`src/rtl/mips_pkg.sv`:
```
// Shared MIPS core definitions: opcode field values, default boot PC, fetch FSM encoding.
// Latency: n/a (constants and types only).
// Backpressure: n/a.
package mips_pkg;

    // instr_word[31:26] OP field values seen by the Control decoder
    localparam logic [5:0] OP_RTYPE = 6'h00;
    localparam logic [5:0] OP_J     = 6'h02;
    localparam logic [5:0] OP_JAL   = 6'h03;
    localparam logic [5:0] OP_BEQ   = 6'h04;
    localparam logic [5:0] OP_BNE   = 6'h05;
    localparam logic [5:0] OP_ADDI  = 6'h08;
    localparam logic [5:0] OP_ANDI  = 6'h0c;
    localparam logic [5:0] OP_ORI   = 6'h0d;
    localparam logic [5:0] OP_LUI   = 6'h0f;
    localparam logic [5:0] OP_LW    = 6'h23;
    localparam logic [5:0] OP_SW    = 6'h2b;

    // First fetch address after reset (MIPS user text segment)
    localparam logic [31:0] DEFAULT_RESET_PC = 32'h0040_0000;

    // RUN issues and accepts responses; DRAIN discards responses to pre-redirect requests
    typedef enum logic {
        FS_RUN   = 1'b0,
        FS_DRAIN = 1'b1
    } fetchState_t;

endpackage

```
`src/rtl/instr_fifo.sv`:
```
// Small synchronous FIFO holding fetched {instruction, pc} entries; flush empties it in one cycle.
// Latency: a push is visible at the head on the cycle after it is written.
// Backpressure: push ignored when full, pop ignored when empty; push and pop together are both honoured.
// Ports: clk, reset (sync, active-high), flush, push/pushData, pop, headData, count, full, empty.
module instr_fifo #(
    parameter int DEPTH = 2,
    parameter int WIDTH = 64,
    parameter int CNT_W = $clog2(DEPTH + 1)
) (
    input  logic             clk,
    input  logic             reset,
    input  logic             flush,
    input  logic             push,
    input  logic [WIDTH-1:0] pushData,
    input  logic             pop,
    output logic [WIDTH-1:0] headData,
    output logic [CNT_W-1:0] count,
    output logic             full,
    output logic             empty
);

    localparam int PTR_W = (DEPTH > 1) ? $clog2(DEPTH) : 1;
    localparam logic [PTR_W-1:0] LAST_PTR = PTR_W'(DEPTH - 1);
    localparam logic [CNT_W-1:0] FULL_CNT = CNT_W'(DEPTH);

    logic [WIDTH-1:0] mem [DEPTH];
    logic [PTR_W-1:0] rdPtr;
    logic [PTR_W-1:0] wrPtr;
    logic [CNT_W-1:0] cnt;
    logic             doPush;
    logic             doPop;

    function automatic logic [PTR_W-1:0] nextPtr(input logic [PTR_W-1:0] p);
        return (p == LAST_PTR) ? '0 : p + 1'b1;
    endfunction

    assign full     = (cnt == FULL_CNT);
    assign empty    = (cnt == '0);
    assign count    = cnt;
    assign doPush   = push && !full;
    assign doPop    = pop && !empty;
    assign headData = mem[rdPtr];

    always_ff @(posedge clk) begin
        if (reset || flush) begin
            rdPtr <= '0;
            wrPtr <= '0;
            cnt   <= '0;
        end else begin
            if (doPush) wrPtr <= nextPtr(wrPtr);
            if (doPop)  rdPtr <= nextPtr(rdPtr);
            case ({doPush, doPop})
                2'b10:   cnt <= cnt + 1'b1;
                2'b01:   cnt <= cnt - 1'b1;
                default: cnt <= cnt;
            endcase
        end
    end

    // Storage needs no reset: contents are only observed through a non-empty head.
    always_ff @(posedge clk) begin
        if (doPush) mem[wrPtr] <= pushData;
    end

endmodule

```
`src/rtl/instruction_fetch.sv`:
```
// MIPS fetch front end: sequential PC requests to imem, in-order responses buffered for decode, redirect/drain.
// Latency: request address to instr_valid is memory latency + 1 cycle.
// Backpressure: requests issued only while in-flight + buffered < DEPTH, so the buffer never overflows.
// Ports: clk, reset; imem_req_valid/ready/addr; imem_rsp_valid/data; instr_valid/ready/word/pc/pc_plus4;
//        redirect_valid/redirect_pc.
module instruction_fetch
    import mips_pkg::*;
#(
    parameter int                     ADDR_WIDTH = 32,
    parameter int                     DATA_WIDTH = 32,
    parameter logic [ADDR_WIDTH-1:0]  RESET_PC   = ADDR_WIDTH'(mips_pkg::DEFAULT_RESET_PC),
    parameter int                     DEPTH      = 2
) (
    input  logic                  clk,
    input  logic                  reset,
    output logic                  imem_req_valid,
    input  logic                  imem_req_ready,
    output logic [ADDR_WIDTH-1:0] imem_req_addr,
    input  logic                  imem_rsp_valid,
    input  logic [DATA_WIDTH-1:0] imem_rsp_data,
    output logic                  instr_valid,
    input  logic                  instr_ready,
    output logic [DATA_WIDTH-1:0] instr_word,
    output logic [ADDR_WIDTH-1:0] instr_pc,
    output logic [ADDR_WIDTH-1:0] instr_pc_plus4,
    input  logic                  redirect_valid,
    input  logic [ADDR_WIDTH-1:0] redirect_pc
);

    localparam int CNT_W   = $clog2(DEPTH + 1);
    localparam int ENTRY_W = DATA_WIDTH + ADDR_WIDTH;
    localparam logic [ADDR_WIDTH-1:0] PC_STEP   = ADDR_WIDTH'(4);
    localparam logic [CNT_W:0]        DEPTH_LIM = (CNT_W + 1)'(DEPTH);
    localparam logic [CNT_W-1:0]      CNT_MAX   = CNT_W'(DEPTH);

    typedef struct packed {
        logic [DATA_WIDTH-1:0] word;
        logic [ADDR_WIDTH-1:0] pc;
    } bufEntry_t;

    fetchState_t           state, stateNext;
    logic [ADDR_WIDTH-1:0] fetchPc, fetchPcNext;
    logic [ADDR_WIDTH-1:0] rspPc, rspPcNext;     // pc of the next response that will be kept
    logic [CNT_W-1:0]      outstanding, outstandingNext;
    logic [CNT_W-1:0]      dropCnt, dropCntNext;
    logic [CNT_W-1:0]      staleCnt, staleAfter;
    logic [CNT_W:0]        inFlight;
    logic [ADDR_WIDTH-1:0] redirPc;
    logic                  unusedRedirLow;
    logic                  reqValid, reqFire, rspPush, fifoPop;
    bufEntry_t             pushEntry, headEntry;
    logic [CNT_W-1:0]      fifoCount;
    logic                  fifoFull, fifoEmpty;

    assign redirPc        = {redirect_pc[ADDR_WIDTH-1:2], 2'b00};
    assign unusedRedirLow = ^redirect_pc[1:0];

    // Credit: every accepted request owns a buffer slot until it is popped.
    assign inFlight = {1'b0, outstanding} + {1'b0, fifoCount};
    assign reqValid = !reset && (state == FS_RUN) && !redirect_valid && (inFlight < DEPTH_LIM);
    assign reqFire  = reqValid && imem_req_ready;
    assign rspPush  = imem_rsp_valid && (state == FS_RUN) && !redirect_valid;
    assign fifoPop  = instr_ready && !redirect_valid;

    // Responses still owed by memory for requests that a redirect has made stale;
    // one arriving in the redirect cycle itself is already accounted for.
    assign staleCnt   = (state == FS_RUN) ? outstanding : dropCnt;
    assign staleAfter = staleCnt - CNT_W'(imem_rsp_valid);

    always_ff @(posedge clk) begin
        if (reset) begin
            state       <= FS_RUN;
            fetchPc     <= RESET_PC;
            rspPc       <= RESET_PC;
            outstanding <= '0;
            dropCnt     <= '0;
        end else begin
            state       <= stateNext;
            fetchPc     <= fetchPcNext;
            rspPc       <= rspPcNext;
            outstanding <= outstandingNext;
            dropCnt     <= dropCntNext;
        end
    end

    always_comb begin
        stateNext       = state;
        fetchPcNext     = fetchPc;
        rspPcNext       = rspPc;
        outstandingNext = outstanding;
        dropCntNext     = dropCnt;
        if (redirect_valid) begin
            fetchPcNext     = redirPc;
            rspPcNext       = redirPc;
            outstandingNext = '0;
            dropCntNext     = staleAfter;
            stateNext       = (staleAfter != '0) ? FS_DRAIN : FS_RUN;
        end else begin
            if (reqFire) fetchPcNext = fetchPc + PC_STEP;
            unique case (state)
                FS_RUN: begin
                    if (rspPush) rspPcNext = rspPc + PC_STEP;
                    case ({reqFire, imem_rsp_valid})
                        2'b10:   outstandingNext = outstanding + 1'b1;
                        2'b01:   outstandingNext = outstanding - 1'b1;
                        default: outstandingNext = outstanding;
                    endcase
                end
                FS_DRAIN: begin
                    if (imem_rsp_valid) begin
                        dropCntNext = dropCnt - 1'b1;
                        if (dropCnt == CNT_W'(1)) stateNext = FS_RUN;
                    end
                end
            endcase
        end
    end

    assign pushEntry.word = imem_rsp_data;
    assign pushEntry.pc   = rspPc;

    instr_fifo #(
        .DEPTH (DEPTH),
        .WIDTH (ENTRY_W),
        .CNT_W (CNT_W)
    ) u_instr_fifo (
        .clk      (clk),
        .reset    (reset),
        .flush    (redirect_valid),
        .push     (rspPush),
        .pushData (pushEntry),
        .pop      (fifoPop),
        .headData (headEntry),
        .count    (fifoCount),
        .full     (fifoFull),
        .empty    (fifoEmpty)
    );

    assign imem_req_valid = reqValid;
    assign imem_req_addr  = fetchPc;
    assign instr_valid    = !fifoEmpty;
    assign instr_word     = fifoEmpty ? '0 : headEntry.word;
    assign instr_pc       = fifoEmpty ? '0 : headEntry.pc;
    assign instr_pc_plus4 = instr_pc + PC_STEP;

    // Counter range and buffer-overflow guards
    always @(posedge clk) begin
        if (!reset) begin
            assert (!(rspPush && fifoFull));
            assert (!((state == FS_RUN) && imem_rsp_valid && (outstanding == '0)));
            assert (!((state == FS_DRAIN) && imem_rsp_valid && (dropCnt == '0)));
            assert (!(reqFire && (outstanding == CNT_MAX)));
        end
    end

endmodule
```
`config.mk`:
```
export PLATFORM = sky130hd
export DESIGN_NAME = instruction_fetch
export DESIGN_NICKNAME = d
export VERILOG_FILES = /design/src/rtl/mips_pkg.sv /design/src/rtl/instr_fifo.sv /design/src/rtl/instruction_fetch.sv
export SDC_FILE = /design/constraint.sdc
export NUM_CORES = 1
export LEC_CHECK = 0
export ABC_AREA = 1
export CAP_MARGIN = 0
export CORE_MARGIN = 10
export CORE_UTILIZATION = 58
export CTS_CLUSTER_DIAMETER = 30
export DETAILED_ROUTE_END_ITERATION = 10
export PLACE_DENSITY = 0.87
export SLEW_MARGIN = 20
export SYNTH_ARGS = -nofsm -noshare
export SYNTH_HDL_FRONTEND = slang
export SYNTH_HIERARCHICAL = 1
export SYNTH_SLANG_ARGS = --single-unit
```
`constraint.sdc`:
```
create_clock -name clk -period 7.1 [get_ports clk]
set_input_delay 1.065 -clock clk [delete_from_list [all_inputs] [get_ports clk]]
set_output_delay 1.065 -clock clk [all_outputs]
set_load 0.01 [all_outputs]
```
* Word level (Yosys, flattened, before mapping)
Memories as Yosys holds them, arrays and structs flattened. A register that Yosys moved wholly into a read port is not among the register bits.
Index checks and enable logic that the tools add are counted.
** Word-level totals
- Memories :: 1
- Word-level logic and storage cells :: 83
- Register bits after elaboration :: 73
- Input bits :: 70
- Bits in writable memories :: 128
- Output and inout bits :: 130
** Cells by class
- Bitwise logic cells :: 1
- Mux-type cells :: 24
- Equality and inequality tests :: 7
- $lt $le $gt $ge :: 1
- Add/subtract/negate cells :: 12
- Reduce and logical (&&, ||, !) cells :: 27
** Memories
- u_instr_fifo.mem :: words 2, width 64, read ports 1, clocked after memory_dff 1, write ports 1, RTL line instr_fifo.sv:26 : logic [WIDTH-1:0] mem [DEPTH];
** Operators by type and width (number)
- two-way mux 32 bit :: 7
- adder 32 x 3 -> 32 bit (second input constant) :: 3
- nonzero test 2 bit :: 7
- two-way mux 1 bit :: 11
- logical AND 1 bit :: 9
- two-way mux 2 bit :: 4
- case mux 2 bit (2 select lines) :: 2
- AND reduction 2 bit :: 4
- equality test 2 x 1 -> 1 bit (second input constant) :: 3
- equality test 2 bit (second input constant) :: 3
- subtractor 2 x 1 -> 2 bit (second input constant) :: 3
- adder 2 x 1 -> 2 bit (second input constant) :: 2
- logical NOT 1 bit :: 4
- adder 2 x 2 -> 3 bit :: 1
- less-than comparator 3 x 2 -> 1 bit (second input constant) :: 1
- adder 1 bit (second input constant) :: 2
- logical NOT 2 bit :: 1
- inequality test 2 bit (second input constant) :: 1
- OR reduction 2 bit :: 1
- subtractor 2 x 1 -> 2 bit :: 1
- logical OR 1 bit :: 1
- NOT 1 bit :: 1

* Logic depth before layout (Yosys ltp)
Gate-level depths: netlist of run 1.
- Depth in word-level cells :: 8
- Mapped depth :: 14
- Depth with buffers taken out :: 12

* Hierarchy
Netlist of run 1, hierarchy kept.
** Modules (own cells, without submodules)
- instruction_fetch :: cells an instance 1027, sequential area each 1301.2 um^2, area an instance 5819.3 um^2, instances 1
- instr_fifo :: cells an instance 238, sequential area each 3943.8 um^2, area an instance 5177.5 um^2, instances 1

* Worst setup path before layout of run 1
Ideal clock, no wire load.
- Path type :: input port to flip-flop
- Start :: input port redirect_valid
- End :: memory u_instr_fifo.mem[1][0] (enable)
- Setup time :: 0.488 ns
- Buffers on the path :: 2
- Cell stages on the path :: 5
- Data required time :: 6.612 ns
- Arrival time :: 4.555 ns
- Slack :: 2.058 ns
- Cell sequence :: buf_2 nor2_1 clkbuf_1 o21ai_2 nor2_1
** On the way
- Cells in the longest elaborated chain, start to end :: 5
** RTL lines
- start: declaration :: RTL line instruction_fetch.sv:26 : input logic redirect_valid,
- logical NOT 1 bit :: RTL line instruction_fetch.sv:62 : assign rspPush = imem_rsp_valid && (state == FS_RUN) && !redirect_valid;
- logical AND 1 bit :: RTL line instruction_fetch.sv:62
- named net rspPush :: RTL line instruction_fetch.sv:50 : logic reqValid, reqFire, rspPush, fifoPop;
- logical AND 1 bit :: RTL line instr_fifo.sv:40 : assign doPush = push && !full;
- two-way mux 1 bit :: RTL line instr_fifo.sv:62 : if (doPush) mem[wrPtr] <= pushData;
- two-way mux 1 bit (implied by the code) :: RTL line instr_fifo.sv:62
- end: declaration :: RTL line instr_fifo.sv:26
The timed path passes the listed nets, and every way through them passes these cells.

* Final worst setup path of run 1
- Start :: register u_instr_fifo.cnt[0] (netlist: u_instr_fifo/count[0])
- End :: output port instr_pc_plus4[29]
** On the way
- Cells in the longest elaborated chain, start to end :: 3
** RTL lines
- start: declaration :: RTL line instr_fifo.sv:29 : logic [CNT_W-1:0] cnt;
- start signal: assignment :: RTL line instr_fifo.sv:53 : 2'b10: cnt <= cnt + 1'b1;
- start signal: assignment :: RTL line instr_fifo.sv:54 : 2'b01: cnt <= cnt - 1'b1;
- start signal: assignment :: RTL line instr_fifo.sv:55 : default: cnt <= cnt;
- logical NOT 2 bit :: RTL line instr_fifo.sv:38 : assign empty = (cnt == '0);
- named net fifoEmpty :: RTL line instruction_fetch.sv:53 : logic fifoFull, fifoEmpty;
- two-way mux 32 bit :: RTL line instruction_fetch.sv:143 : assign instr_pc = fifoEmpty ? '0 : headEntry.pc;
- adder 32 x 3 -> 32 bit :: RTL line instruction_fetch.sv:144 : assign instr_pc_plus4 = instr_pc + PC_STEP;
- end: declaration :: RTL line instruction_fetch.sv:25 : output logic [ADDR_WIDTH-1:0] instr_pc_plus4,
The timed path passes the listed nets, and every way through them passes these cells.

==> impl_results.md, run 1 <==
* Status: finished, final reports clean
* PortBufs at between 150 and 200
* Hold buffer count at cts at 0
* Final antenna-violating net count at 0
* Syn avg cell area at between 8 and 9 um^2
* Final slew viol count at 0
* CTS resizes at 0
* Post-Place Cells at between 1500 and 2000
* Total Die Area at around 25000 um^2
* Starting Density at between 50% and 60%
* Syn Inst Count at 1264
* Clock Skew at roughly 15 ps
* Smallest setup slack after layout at around 2400 ps
* Kind of critical path: flip-flop to output port
* Final min period at ~4700 ps
* HP Start: u_instr_fifo/rdPtr$_SDFFE_PP0P_
* PwrDens at around 200 nW/um^2
* Hold crit path type: flip-flop to flip-flop
* Critical path's slowest cell: nor2_4
* Final Hold Fails at 0
* Slew @ Worst Pin at roughly 1000 ps
* Cell Area, Synth at approximately 11000 um^2
* RSZ-0062 raised after global routing: no
* Drt pass-1 iters at 5
* Max Cap Viol at 0
* Leakage at between 0.005 and 0.006 uW
* Clock Root Buffer: clkbuf_16
* Initial antenna violation count at 2
* GP Congestion at 0.949
* TritonCTS Buffers at 17
* CP Launch Type: flip-flop
* First-pass GRT wire length at 45500 um
* Post-CTS setup repair buffer count at 0
* Share of cells above drive strength 1 at between 10% and 20%
* Clock buffer depth at 2
* CP bufs+invs at 3
* Residual DRC at 0
* Final Util at between 70% and 80%
* Total core area at roughly 19000 um^2
* IO Pins at 200
* GRT Total Usage at a little under a quarter
* CP Capture Type: output port
* Worst-path clk slew at roughly 80 ps
* Number of global-route vias before repair at approximately 8900
* Initial DRC count at slightly below 700
* WHS at ~530 ps
* Max transition margin at between 30% and 40%
* Clk sink count at slightly below 200
* Later-pin clock latency in the skew report at between 400 and 500 ps
* Setup-failing EPs final at 0
* H-tree depth at 4
* F_max at about 0.21 GHz
* Worst vdd ir at 0.206 mV
* Critical path's largest stage delay at approximately 800 ps
* Setup TNS at 0 ps
* CP required at between 6000 and 7000 ps
* Cell breakdown of the critical path: nor2_4 > clkinv_1 > nand2_1 > nor2_1 > inv_1 > nor2_1 > nand2_1 > nor2_1 > nand2_1 > xor2_1 > clkdlybuf4s50_1
* Max Fanout on Critical Path at 26
* Die Ht at between 150 and 200 um
* Grt total ovfl at 0
* Hpwl dp at between 20000 and 25000 um
* CP top delay family: simple AND/OR/NAND/NOR gates
* DR vias/cell at between 5 and 6
* Synth warnings at 6
* Largest net degree at the start of global routing at 58
* FP Rows at 50
* Drt wl/cell at ~18 um
* FF-to-FF Start: u_instr_fifo/count[0]$_SDFFE_PP0P_
* Total Nets Final at about 1500
* Vias at 9306
* Worst EP arrival at 3680 ps
* Die width at between 150 and 200 um
* Crit. Startpoint: u_instr_fifo/count[0]$_SDFFE_PP0P_
* Final std cells w/o fill at around 1700
* Post-Route WL at 29800 um
* Final Cycle Share at roughly 67%
* Setup WS pre-CTS at approximately 2900 ps
* Syn-to-layout area delta at 24.3%
* Clock tree from TritonCTS: yes
-- layer usage --
layer | vias up | track usage (%) | share of wire [%]
li1 | 4480 | - | -
met1 | 4320 | 27.8 | 40
met2 | 455 | 40.0 | 49
met3 | 51 | 5.40 | 9.2
met4 | 0 | 8.68 | 2.4
met5 | - | 0 | 0
-- area by class of cell --
class	instances	area, um^2
antenna	2	5.00
clock buffer	17	425
inverter	175	657
sequential	198	5250
tap	234	293
clock inverter	15	221
multi-input combinational	857	4820
fill	1337	5050
timing repair buffer	201	1990
-- where the power goes --
part | switching [uW] | total, uW | internal (uW)
clock network | 520 | 1020 | 497
logic | 173 | 325 | 152
registers | 49.0 | 1330 | 1280
-- layout by cell type, fill, tap and decap left out, types with 21 or more instances in the layout --
cell type	n
nand2_1	281
inv_1	170
nor2_2	21
xor2_1	30
edfxtp_1	128
a21oi_1	58
dfxtp_1	69
mux2_4	60
clkdlybuf4s50_1	193
nand3_1	71
nor2_1	178
o21ai_0	44
-- state kept, by name, indices dropped and copies added (netlist names), named ones only --
register and count:
outstanding 2, dropCnt 2, u_instr_fifo/rdPtr 1, imem_req_addr 30, rspPc 30, state 1, u_instr_fifo/wrPtr 1, u_instr_fifo/count 2
u_instr_fifo/mem 128
-- worst paths after layout --
path                            cells past startpoint  slack (ps)                        endpoint
worst max-delay path                               11        2360              instr_pc_plus4[29]
worst min-delay path                                2         530                       flip-flop
worst max register to register                     11        4300  imem_req_addr[19]$_SDFFE_PP0P_
worst min register to register                      2         530                       flip-flop
-- tightest hold or removal path, stage by stage, from the launching register on --
cell and delay (ps):
dfxtp_1 340, nor2_1 60, nor2_1 100
-- metrics by stage --
stage	total power, uW	instance area [um^2]
final	2670	13700
after global placement	1660	13000
after floorplan	1530	11000
after CTS	2680	13700
after detailed placement	1670	13000
after global routing	2760	13700
Note: power is estimated with default switching activity, not from simulation.
==> run 2, diff against run 1 <==
Settings changed: CORE_UTILIZATION 58 to 53, PLACE_DENSITY 0.87 to 0.81.
Clock period 7.1 ns to 4.72 ns, I/O delays scaled along.
==> run 2 against run 1 <==
Effect of this change: critical path depth decreased by 1; worst hold slack got worse by 2.3 ps; cell count increased by 2.2%; sequential cell count unchanged; utilization decreased by 5.6 points.
==> impl_results.md, run 2 (synthesis gave the netlist of run 1 again) <==
* Storage element area at 5250 um^2 (unchanged)
* Syn-to-layout area delta at 24.6% (was 24.3%)
* Total Die Area at 26900 um^2 (was 24900 um^2)
* F_max at around 0.24 GHz
* Grt total ovfl at 0 (unchanged)
* Final std cells w/o fill at 1736 (was 1699)
* Initial antenna violation count at 0 (was 2)
* Flop pwr share at 50.5% (was 49.7%)
* Setup TNS at 0 ps (unchanged)
* Worst vdd ir at 0.256 mV (was 0.206 mV)
* GRT Total Usage at 21.3% (was 23.3%)
* Hold crit path type: flip-flop to flip-flop (unchanged)
* Die Ht at 164 um (was 158 um)
* Leakage at 0.00521 uW (about the same)
* Initial DRC count at 665 (was 692)
* Max Cap Viol at 0 (unchanged)
* Final Hold Fails at 0 (unchanged)
* Worst EP arrival at 3390 ps (was 3680 ps)
* Hold buffer count at cts at 0 (unchanged)
* IO Pins at 200 (unchanged)
* Setup WS pre-CTS at 1060 ps (was 2850 ps)
* R2r endpoint: imem_req_addr[19]$_SDFFE_PP0P_ (unchanged)
* Most used cell, CP: nor2_2
* CTS resizes at 0 (unchanged)
* Most common cell after layout, fill and taps aside: nand2_1 (unchanged)
* Diodes inserted at 0 (was 2)
* Final Cycle Share at roughly 87%
* Max Fanout on Critical Path at 35 (was 26)
* Starting Density at 54.2% (was 58.8%)
* Layout fillers at 1600 (was 1337)
* Register-to-register setup slack at 2020 ps (was 4300 ps)
* Sw Pwr at 1070 uW (was 742 uW)
* Critical path's slowest cell: dfxtp_4 (was nor2_4)
* Max transition margin at 42.7% (was 30.7%)
* Final slew viol count at 0 (unchanged)
* Vias at 9189 (was 9306)
* Switching Share at 27.1% (was 27.8%)
* HP Start: rspPc[31]$_SDFFE_PP0P_ (was u_instr_fifo/rdPtr$_SDFFE_PP0P_)
* Part of the power in the clock network at 37.1% (was 38.1%)
* TritonCTS Buffers at 17 (unchanged)
* Critical path's largest stage delay at 770 ps (was 810 ps)
* Status: finished, final reports clean (unchanged)
* Dpl cell area at 13100 um^2 (was 13000 um^2)
* Worst-path clk slew at 80 ps (about the same)
* Final min period at ~4100 ps
* Final antenna-violating net count at 0 (unchanged)
* Cell internal pwr at 2880 uW (was 1930 uW)
* Die width at 164 um (was 158 um)
* CP bufs+invs at 2 (was 3)
* Kind of critical path: flip-flop to output port (unchanged)
* Max reg flops at 128 (unchanged)
* Number of global-route vias before repair at 8861 (was 8886)
* Clock tree from TritonCTS: yes (unchanged)
* Drt wl/cell at 16.8 um (was 17.5 um)
* Post-CTS setup repair buffer count at 0 (unchanged)
* PwrDens at 289 nW/um^2 (was 195 nW/um^2)
* Largest net degree at the start of global routing at 65 (was 58)
* RSZ-0062 raised after global routing: no (unchanged)
* DR vias/cell at 5.29 (was 5.48)
* H-tree depth at 4 (unchanged)
* Hold Path Sink: u_instr_fifo/mem[1][31]$_DFFE_PP_
* Later-pin clock latency in the skew report at 430 ps (was 450 ps)
* CP Launch Type: flip-flop (unchanged)
* Highest-count cells in the layout ignoring fill and taps: 281 x nand2_1, 193 x clkdlybuf4s50_1, 178 x nor2_1 (unchanged)
* CP required at 4010 ps (was 6030 ps)
* Clock buffer depth at 2 (unchanged)
* PortBufs at 195 (unchanged)
* Total Nets Final at 1531 (was 1528)
* CP top delay family: simple AND/OR/NAND/NOR gates (unchanged)
* Clk sink count at 198 (unchanged)
* Post-Route WL at 29200 um (was 29800 um)
* Post-route cell area at 13700 um^2 (about the same)
* CP Capture Type: output port (unchanged)
* Total core area at 20300 um^2 (was 18700 um^2)
* Smallest setup slack after layout at 625 ps (was 2360 ps)
* Most flops, register: u_instr_fifo/mem (unchanged)
* R2R depth at 11 (unchanged)
* Residual DRC at 0 (unchanged)
* Hpwl dp at 21800 um (was 22000 um)
* Post-Place Cells at 1704 (was 1665)
* Setup-failing EPs final at 0 (unchanged)
* Worst hold path depth at 0 (was 2)
* Drt pass-1 iters at 5 (unchanged)
* Slew @ Worst Pin at 859 ps (was 1040 ps)
* Cell breakdown of the critical path: mux2_4 > inv_1 > nor2_2 > ha_1 > nand3_4 > nor2_2 > nand3b_1 > nor3_2 > xor2_1 > clkdlybuf4s50_1 (was nor2_4 > clkinv_1 > nand2_1 > nor2_1 > inv_1 > nor2_1 > nand2_1 > nor2_1 > nand2_1 > xor2_1 > clkdlybuf4s50_1)
* Clock Skew at 10.2 ps (was 15.2 ps)
* FF-to-FF Start: u_instr_fifo/count[0]$_SDFFE_PP0P_ (unchanged)
* FP Rows at 52 (was 50)
* Footprint of the multi-input gates at 4820 um^2 (unchanged)
* GP Congestion at 0.979 (was 0.949)
* First-pass GRT wire length at 45900 um (was 45500 um)
* Final total power at 3950 uW (was 2670 uW)
* Clock Root Buffer: clkbuf_16 (unchanged)
* Share of cells above drive strength 1 at 11.3% (was 11.1%)
* Logic pwr share at 12.3% (was 12.2%)
-- run 2: cell count changes in the layout (fill, tap and decap cells not counted), sizes merged --
cell and delta:
inv -1, diode -2, buf +3, clkinv +1
-- run 2: cell type report --
cell class	instances	share of cell area [%]
clock buffers	17	3.11
clock inverters	15	1.42
inverters	175	4.80
multi-input cells	857	35.2
flip-flops and latches	198	38.3
well taps	270	2.47
repair buffers	204	14.7
-- run 2: per-layer routing --
metal	GRT usage [%]	vias to the layer above	routed length (um)
met5	0	-	0
met1	27.3	4263	12600
li1	-	4478	-
met2	34.7	412	13400
met3	5.83	36	2620
met4	6.09	0	563
-- run 2: power groups by stage --
stage	clock network [uW]	logic, uW	registers, uW
global placement	0	473	2030
detailed placement	0	483	2030
CTS	1490	487	2000
finish	1470	487	2000
floorplan	0	278	2020
global route	1570	536	2010
-- run 2: worst max-delay path by stage --
stage,to,cells after the start,slack (ps)
CTS,instr_pc_plus4[16],10,570
global placement,instr_pc_plus4[16],10,1140
floorplan,u_instr_fifo/mem[1][0]$_DFFE_PP_,5,30
detailed placement,instr_pc_plus4[16],10,1060
global route,instr_pc_plus4[16],10,400
finish,instr_pc_plus4[16],10,620
-- run 2: metrics by stage --
| stage | util, % | hold slack, ps |
|---|---|---|
| floorplan | - | 448 |
| global placement | 64.4 | 480 |
| detailed placement | 64.4 | 512 |
| CTS | 67.5 | 521 |
| global route | 67.5 | 543 |
| finish | 67.5 | 525 |
==> variant (settings of run 2) <==
Change the parameter `DATA_WIDTH` from 32 to 28.
--- a/src/rtl/instruction_fetch.sv
+++ b/src/rtl/instruction_fetch.sv
@@ -7,7 +7,7 @@
     import mips_pkg::*;
 #(
     parameter int                     ADDR_WIDTH = 32,
-    parameter int                     DATA_WIDTH = 32,
+    parameter int                     DATA_WIDTH = 28,
     parameter logic [ADDR_WIDTH-1:0]  RESET_PC   = ADDR_WIDTH'(mips_pkg::DEFAULT_RESET_PC),
     parameter int                     DEPTH      = 2
 ) (
Interface: changed (resized imem_rsp_data and instr_word); port bits go from 200 to 192. No check against the original RTL was run, so the function may have changed too.
==> variant against run 2 <==
  * Critical path type unchanged
  * Routed wire length fell by 2.3%
  * Die area decreased by 1.8%
  * Critical endpoint is now instr_pc_plus4[18]
  * Design area is 2.0% lower
  * Area after synthesis decreased by 2.1%
  * Total power fell by 2.6%
  * Largest cell class unchanged
  * Critical path depth unchanged
  * Worst setup slack better by 26 ps
  * Sequential cell count shrank 8
  * Register-to-register slack about the same
==> variant: results (changes against run 2) <==
Outcome
  • Outcome: complete, no violations (unchanged)

GRT
  • First-pass GRT wire length: 45400 um (was 45900 um)
  • Vias in the first global route: 8801 (was 8861)
  • Largest net degree at the start of global routing: 55 (was 65)
  • Met1 Usage GRT: 26.3% (was 27.3%)
  • GRT Total Usage: 21.4% (was 21.3%)
  • Met2 Track Usage GR: 35.5% (was 34.7%)

Route
  • Met1 WL: 12100 um (was 12600 um)
  • Met3 routed wirelength: 2260 um (was 2620 um)
  • DR top layer: met4 (unchanged)
  • Router iterations before antenna repair: 7 (was 5)
  • Routed WL: 28600 um (was 29200 um)
  • Via density: 5.22 (was 5.29)
  • Initial DRC count: 635 (was 665)
  • Met2 wire length: 13400 um (about the same)
  • Per-cell routed wire length: 16.6 um (was 16.8 um)

Worst setup path
  • Critical Path Fanout Max: 21 (was 35)
  • CP endpoint: instr_pc_plus4[18] (was instr_pc_plus4[16])
  • Crit-path max cell delay: 560 ps (was 770 ps)
  • Crit-path slowest cell: clkdlybuf4s50_1 (was dfxtp_4)
  • Worst path arrival time: 3360 ps (was 3390 ps)
  • FF-to-FF End: imem_req_addr[18]$_SDFFE_PP0P_ (was imem_req_addr[19]$_SDFFE_PP0P_)

Pwr
  • P_leak: 0.00518 uW (was 0.00521 uW)
  • VDD IR-drop max: 0.340 mV (was 0.256 mV)
  • Psw: 1020 uW (was 1070 uW)

Place
  • Post-DP Area: 12800 um2 (was 13100 um2)
  • Worst slack, placed: 1090 ps (was 1060 ps)
  • Placed cells: 1686 (was 1704)
  • Final HPWL DP: 21600 um (was 21800 um)
  • GPL Wtd Cong: 0.985 (was 0.979)

STA
  • Final worst path period share: 86.2% (was 86.8%)
  • Fin Hold WS: 521 ps (was 525 ps)
  • Setup WS post-layout: 651 ps (was 625 ps)

Final layout
  • Number of flip-flops in the largest register: 120 (was 128)
  • NumNets Final: 1509 (was 1531)
  • Share of layout cells above drive strength 1: 11.7% (was 11.3%)

Min path
  • Hold Path Sink: u_instr_fifo/mem[1][31]$_DFFE_PP_ (unchanged)

Synthesis
  • Syn Inst Count: 1252 (was 1264)
variant: cell count changes in the layout (fill, tap and decap cells not counted), moves of 6 or more:
cell | run 2 | this run
nand3_1 | 71 | 63
xnor2_1 | 13 | 7
inv_1 | 170 | 157
nand2_1 | 281 | 292
edfxtp_1 | 128 | 120
a21oi_1 | 58 | 51
clkdlybuf4s50_1 | 193 | 186
nor2_1 | 178 | 187
variant: area by class of cell:
class / count / area [um2] / area share [%]
Timing Repair Buffer: 198 / 2000 / 14.9
Clock inverter: 15 / 173 / 1.29
Inverter: 164 / 621 / 4.63
Multi-Input combinational cell: 864 / 4850 / 36.2
Tap cell: 270 / 338 / 2.52
Clock buffer: 17 / 425 / 3.17
Sequential cell: 190 / 5010 / 37.3
variant: power groups by stage:
stage	registers [uW]	clock network (uW)	logic, uW
floorplan	1940	0	284
global placement	1950	0	475
detailed placement	1950	0	487
CTS	1920	1460	491
global route	1930	1520	536
finish	1920	1440	489
